**config.mk**
```make
export PLATFORM = sky130hd
export DESIGN_NAME = norm_lzc_stage
export DESIGN_NICKNAME = d
export VERILOG_FILES = /design/src/rtl/norm_pkg.sv /design/src/rtl/lzc_group.sv /design/src/rtl/norm_lzc_stage.sv
export SDC_FILE = /design/constraint.sdc
export NUM_CORES = 1
export LEC_CHECK = 0
export ABC_AREA = 0
export CORE_UTILIZATION = 35
export CTS_CLUSTER_SIZE = 12
export DETAILED_ROUTE_END_ITERATION = 8
export DONT_BUFFER_PORTS = 1
export SYNTH_ARGS = -nofsm -noshare
export SYNTH_HDL_FRONTEND = slang
export SYNTH_SLANG_ARGS = --single-unit
```
**constraint.sdc**
```tcl
create_clock -name Clock -period 3.5 [get_ports Clock]
set_input_delay 0.525 -clock Clock [delete_from_list [all_inputs] [get_ports Clock]]
set_output_delay 0.525 -clock Clock [all_outputs]
set_load 0.02 [all_outputs]
```
**src/rtl/norm_pkg.sv**
```systemverilog
// norm_pkg: shared constants and width helpers for the normalization front end.
//   NGROUPS      : number of mantissa groups counted in parallel in S1.
//   sel_w(n)     : shift-amount width for an n-bit mantissa.
//   grp_w(n)     : bits per group.
//   grp_lzc_w(n) : width of a group-local leading-zero count.
package norm_pkg;
   localparam int NGROUPS = 4;

   function automatic int sel_w(input int n);
      return $clog2(n);
   endfunction

   function automatic int grp_w(input int n);
      return n / NGROUPS;
   endfunction

   function automatic int grp_lzc_w(input int n);
      return $clog2(n / NGROUPS);
   endfunction
endpackage

```
**src/rtl/lzc_group.sv**
```systemverilog
// lzc_group: combinational leading-zero count of a W-bit vector.
//   i_vec  : input vector, MSB first.
//   o_zero : i_vec is all zeros.
//   o_lzc  : leading zeros (0 when o_zero; the group is then skipped).
module lzc_group #(
   parameter  int W  = 8,
   localparam int LW = $clog2(W)
) (
   input  logic [W-1:0]  i_vec,
   output logic          o_zero,
   output logic [LW-1:0] o_lzc
);
   always_comb begin
      o_zero = ~|i_vec;
      o_lzc  = '0;
      // Walk upward so the highest set bit wins.
      for (int i = 0; i < W; i++)
         if (i_vec[i]) o_lzc = LW'(W - 1 - i);
   end
endmodule

```
**src/rtl/norm_lzc_stage.sv**
```systemverilog
// norm_lzc_stage: 2-stage leading-zero count ahead of the barrel shifter.
//   Clock, Reset           : rising-edge clock, async active-high reset.
//   InValid/InReady        : upstream handshake; InReady is combinational
//                            through OutReady.
//   InMant, InExp          : raw sum mantissa and exponent.
//   OutValid/OutReady      : downstream handshake.
//   OutMant                : registered InMant, unshifted.
//   OutShiftAmount, OutExp : left-shift count and adjusted exponent.
//   OutZero, OutUnderflow  : all-zero mantissa / shift clamped to InExp.
module norm_lzc_stage
   import norm_pkg::*;
#(
   parameter int N = 32,
   parameter int E = 8
) (
   input  logic                 Clock,
   input  logic                 Reset,
   input  logic                 InValid,
   output logic                 InReady,
   input  logic [N-1:0]         InMant,
   input  logic [E-1:0]         InExp,
   output logic                 OutValid,
   input  logic                 OutReady,
   output logic [N-1:0]         OutMant,
   output logic [$clog2(N)-1:0] OutShiftAmount,
   output logic [E-1:0]         OutExp,
   output logic                 OutZero,
   output logic                 OutUnderflow
);
   localparam int nSel = sel_w(N);
   localparam int GW   = grp_w(N);
   localparam int GLW  = grp_lzc_w(N);
   // Compare width wide enough for both LZC and exponent, plus headroom.
   localparam int CW   = ((E > nSel) ? E : nSel) + 1;

   // S1 payload; widths follow N and E so the type lives with the module.
   typedef struct packed {
      logic [N-1:0]                      mant;
      logic [E-1:0]                      exp;
      logic [NGROUPS-1:0]                gzero;
      logic [NGROUPS-1:0][GLW-1:0]       glzc;
   } s1_t;

   logic                        w_s2_load, w_s1_load;
   logic [NGROUPS-1:0]          w_gzero;
   logic [NGROUPS-1:0][GLW-1:0] w_glzc;
   s1_t                         w_s1_next;

   logic                        r_s1_vld, r_s2_vld;
   s1_t                         r_s1;
   logic [N-1:0]                r_mant;
   logic [nSel-1:0]             r_shift;
   logic [E-1:0]                r_exp;
   logic                        r_zero, r_unf;

   // Group g = NGROUPS-1 covers the mantissa MSBs.
   for (genvar g = 0; g < NGROUPS; g++) begin : g_grp
      lzc_group #(.W(GW)) u_grp (
         .i_vec  (InMant[g*GW +: GW]),
         .o_zero (w_gzero[g]),
         .o_lzc  (w_glzc[g])
      );
   end

   always_comb begin
      w_s1_next.mant  = InMant;
      w_s1_next.exp   = InExp;
      w_s1_next.gzero = w_gzero;
      w_s1_next.glzc  = w_glzc;
   end

   // S2 combine: first nonzero group from the top decides the count.
   logic [nSel-1:0] w_lzc, w_shift;
   logic [CW-1:0]   w_lzc_c, w_exp_c;
   logic [E-1:0]    w_exp_out;
   logic            w_allz, w_unf;

   always_comb begin
      w_lzc = '0;
      for (int g = 0; g < NGROUPS; g++)
         if (!r_s1.gzero[g])
            w_lzc = nSel'((NGROUPS - 1 - g) * GW) + nSel'(r_s1.glzc[g]);
      w_allz    = &r_s1.gzero;
      w_lzc_c   = CW'(w_lzc);
      w_exp_c   = CW'(r_s1.exp);
      w_unf     = !w_allz && (w_lzc_c > w_exp_c);
      w_shift   = w_allz ? '0 : (w_unf ? w_exp_c[nSel-1:0] : w_lzc);
      w_exp_out = (w_allz || w_unf) ? '0 : E'(w_exp_c - w_lzc_c);
   end

   assign w_s2_load = !r_s2_vld || OutReady;
   assign w_s1_load = !r_s1_vld || w_s2_load;
   assign InReady   = w_s1_load;

   always_ff @(posedge Clock or posedge Reset) begin
      if (Reset) begin
         r_s1_vld <= 1'b0;
         r_s2_vld <= 1'b0;
         r_s1     <= '0;
         r_mant   <= '0;
         r_shift  <= '0;
         r_exp    <= '0;
         r_zero   <= 1'b0;
         r_unf    <= 1'b0;
      end else begin
         if (w_s2_load) begin
            r_s2_vld <= r_s1_vld;
            // Outputs only change when a real item moves in.
            if (r_s1_vld) begin
               r_mant  <= r_s1.mant;
               r_shift <= w_shift;
               r_exp   <= w_exp_out;
               r_zero  <= w_allz;
               r_unf   <= w_unf;
            end
         end
         if (w_s1_load) begin
            r_s1_vld <= InValid;
            if (InValid) r_s1 <= w_s1_next;
         end
      end
   end

   assign OutValid       = r_s2_vld;
   assign OutMant        = r_mant;
   assign OutShiftAmount = r_shift;
   assign OutExp         = r_exp;
   assign OutZero        = r_zero;
   assign OutUnderflow   = r_unf;
endmodule

```
Word-level counts from Yosys, hierarchy flattened
Cells that the tools add are included.
{"block": "op_classes", "add_sub_neg": 4, "magnitude_cmp": 1, "muxes": 39, "reduce_logical": 18}
{"operator": "$mux 3", "n": 32}
{"operator": "$reduce_or 8->1", "n": 4}
{"operator": "$mux 5", "n": 6}
{"operator": "$gt 5x8->1", "n": 1}
{"operator": "$mux 8", "n": 1}
{"operator": "$sub 8x5->8", "n": 1}
{"operator": "$logic_not 1->1", "n": 7}
{"operator": "$add 4x3->5 const A", "n": 1}
{"operator": "$add 4x4->5 const A", "n": 1}
{"operator": "$add 5x3->5 const A", "n": 1}
{"operator": "$reduce_and 2->1", "n": 2}
{"operator": "$reduce_and 4->1", "n": 1}
{"operator": "$logic_or 1x1->1", "n": 3}
{"operator": "$logic_and 1x1->1", "n": 1}
{"block": "word_totals", "ff_bits": 105, "in_bits": 44, "out_inout_bits": 49, "wordCells": 76}

Logic depth before layout (Yosys ltp)
{"block": "logic_depth", "word_depth": 9, "depth_mapped": 11}

Hierarchy
From an unflattened synthesis, not the netlist that was laid out.
{"block": "unflattened", "cells_unflattened": 370, "hier_area_um2": 4660.7}
{"module": "norm_lzc_stage", "n_inst": 1, "cells_each": 306, "area_per_inst_um2": 4310.4, "seq_area_each_um2": 2627.5}
{"module": "lzc_group", "n_inst": 4, "cells_each": 16, "area_per_inst_um2": 87.6, "seq_area_each_um2": 0.0}

Worst setup path before layout
Ideal clock, no wire load.
{"block": "synth_timing", "path_type": "register to register", "from": "register r_s1[15] (netlist bit)", "to": "register r_exp[4] (netlist: OutExp[4])", "arrival_time_ns": 2.429, "required_ns": 3.408, "setup_slack_ns": 0.979, "stages_incl_launch_ff": 12, "n_path_buf": 1, "cell_sequence": "dfrtp_1 or2b_1 o22ai_1 a31oi_1 ha_1 fa_1 nand2b_1 a21oi_4 nor3_4 or2_1 buf_6 o31ai_2"}
{"block": "synth_between", "elab_chain_len": 5, "elab_cells_between_ends": 8, "classes_between": "add/sub (1); order compare (1); mux (2); reduce/logical (4)"}
{"element": "start, declared", "line_no": "norm_lzc_stage.sv:50", "source": "s1_t r_s1;"}
{"element": "start signal, assigned", "line_no": "norm_lzc_stage.sv:119", "source": "if (InValid) r_s1 <= w_s1_next;"}
{"element": "$mux 5 or $reduce_and 4->1 (tied branches)", "line_no": "norm_lzc_stage.sv:81, norm_lzc_stage.sv:83"}
{"element": "$gt 5x8->1 or $logic_not 1->1 (tied branches)", "line_no": "norm_lzc_stage.sv:86", "source": "w_unf = !w_allz && (w_lzc_c > w_exp_c);"}
{"element": "$logic_and 1x1->1", "line_no": "norm_lzc_stage.sv:86"}
{"element": "$logic_or 1x1->1", "line_no": "norm_lzc_stage.sv:88", "source": "w_exp_out = (w_allz || w_unf) ? '0 : E'(w_exp_c - w_lzc_c);"}
{"element": "$mux 8 (*)", "line_no": "norm_lzc_stage.sv:88"}
{"element": "end signal, assigned", "line_no": "norm_lzc_stage.sv:112", "source": "r_exp <= w_exp_out;"}
{"element": "end, declared", "line_no": "norm_lzc_stage.sv:53", "source": "logic [E-1:0] r_exp;"}
Every way passes the cells marked *; elsewhere a longest branch is shown, timed or not.
A chain may end at the register's enable or synchronous reset.

Worst setup path in the final report
Ends and elaborated chain as after synthesis.

==> flow_summary.ini <==
[status]
status = finished clean

[power]
p_per_area_mw_per_mm2 = 624
p_leak_uw = 0.00212
irDropWorstVdd_mv = 0.244

[final_layout]
utilization_pct = 39.9
drive_gt1_share_pct = 25.1
nets = 431
area_growth_pct = 10.4
stdcell_count = 558
antenna_cells = 0

[synthesis]
ys_top_cells_by_area = dfrtp_1 (57%), mux2_2 (16%), nand2_1 (4.4%), o21ai_0 (3.4%), nand2b_1 (1.5%)
netlist_area_mm2 = 0.00458
syn_nets = 431
synth-edff-count = 0
async_flop_share_pct = 100
syn_area_per_cell_um2 = 12.0
yosys-top-cells-count = dfrtp_1 (105), mux2_2 (66), nand2_1 (54)
ys_seq_elements = 105
synth-seq-area-share_pct = 57.4
synthFlopType = dfrtp_1
synth_top_area_cell = dfrtp_1
ys_warn_count = 0
synth_cells = 381
synth_most_common_cell = dfrtp_1
ys_types = 39
synth.top_cell.area_share_pct = 57.4

[floorplan]
fp.dieH_um = 116
dieArea_mm2 = 0.0135
initial_core_util_pct = 36.1
pin_count = 93
die_x_um = 116
rows = 41
core-area_mm2 = 0.0127

[placement]
port_buffers = 0
gp_congestion = 0.874
dp_cells = 542
dpl.hpwl_um = 6750

[global_routing]
grt_pass1_wl_um = 15400
antenna_found_initial = 0
grt_pass1_vias = 2966
overflow = 0
grt.total_usage_pct = 15.3
grt_max_degree = 73

[clocking]
htree_levels = 3
hold_buffers = 0
clockBufferDepth = 2
cts_tree = built
ctsRootBufferMaster = clkbuf_16
post_cts_buffers = 0
numClockSinks = 105
clk_pin_slew_ns = 0.07
cts-buffers-inserted = 9
cts_resized = 0
clk_latency_ns = 0.35

[critical_path]
end_kind = flip-flop
crit_start = r_s1[15]
crit_path_start_kind = flip-flop
cp.arrival_ns = 2.98
worstReg2RegStart = r_s1[15]
worstPathMaxFanout = 8
worstPathRequired_ns = 3.76
worstSetupPathType = flip-flop to flip-flop

[timing]
max_slew_margin_pct = 30.2
setup_tns_ns = 0
drv_slew = 0
skew_ns = 0.0144
hold_ws_ns = 0.214
setup_viol = 0
fmax_mhz = 368
period_minus_slack_ns = 2.72
fin_crit_sh_pct = 77.7
worst_pin_slew_ns = 1.04
rsz0062_at_grt = no
hold_viol = 0

[drt]
via_per_inst = 5.06
drc_errors = 0
drt_pass1_iterations = 4
ant_nets = 0
dr.first_iter.drc_count = 70
vias = 2821
wl_per_cell_um = 17.0
wl_um = 9490

[flow_run]
drv_cap = 0

[min_path]
hold_class = input pin to async pin
critical path: stages (launching register included):
cell      delay (ns)
dfrtp_1         0.46
or2b_1          0.27
o22ai_1         0.13
a31oi_1         0.09
ha_1            0.23
fa_1            0.40
nand2b_1        0.21
a21oi_4         0.20
nor3_4          0.10
or2_1           0.32
o31ai_2         0.23
sequential cells by signal, indices dropped and copies added (netlist names):
signal,cells
OutExp,8
OutMant,32
OutShiftAmount,5
OutUnderflow,1
OutValid,1
OutZero,1
r_s1,56
r_s1_vld,1
power breakdown:
part	total [uW]	internal (uW)	switching (uW)	leakage [uW]
registers	1750	1430	318	0.00128
logic	423	220	203	0.000689
clock network	984	540	444	0.000149
metal layers:
layer	track usage, %	wire (um)
met4	6.67	167
met2	23.5	4370
met3	5.45	639
met5	0	0
met1	19.5	4320
worst paths after layout:
path	end	slack, ns	depth (start not counted)
max	OutExp[4]	0.78	10
min	OutMant[0]	0.21	1
max reg2reg	OutExp[4]	0.78	10
min reg2reg	r_s1[53]	0.48	2
max in group asynchronous	OutMant[9]	2.47	2
min in group Clock	r_s1[0]	0.26	1
layout make-up:
class                           instances  area [um2]
Clock buffer                           12         267
Clock inverter                          4        23.8
Fill cell                            1223        7620
Inverter                               17        66.3
Multi-Input combinational cell        244        1810
Sequential cell                       105        2630
Tap cell                              172         215
Timing Repair Buffer                    4        42.5
cells in the final DEF, fill, tap and decap left out, drive strengths merged:
cell / n
mux2: 66
dfrtp: 105
nand3: 3
clkbuf: 12
and2: 1
or2: 1
xnor2: 4
ha: 5
nor3: 12
o21ai: 32
nand3b: 1
nand2b: 11
fa: 1
o41ai: 4
a31oi: 2
mux2i: 3
nand2: 54
o22ai: 2
nor2b: 2
a21oi: 9
inv: 18
a211oi: 1
o2111a: 1
o21bai: 4
or3: 1
or4: 1
clkinv: 3
buf: 4
nor4: 7
o31ai: 6
o211ai: 2
xor2: 1
or2b: 1
nor2: 6
kinds of logic after synthesis:
logic type               synth area share [%]
adder cells (fa/ha/maj)                  1.80
buffers and inverters                    3.17
AND/OR/NAND/NOR                          11.2
multiplexers                             16.9
AO/OA/AOI/OAI                            8.61
flip-flops                               57.4
XOR/XNOR                                0.957
metrics by stage:
stage	setup WS [ns]	power [uW]	area [um2]
final	0.782	3150	5050
after global routing	0.501	3330	5050
after CTS	0.759	3200	5050
after detailed placement	0.769	2200	4760
after global placement	0.873	2180	4760
after floorplan	0.214	2080	4580
(Power assumes the default switching activity.)
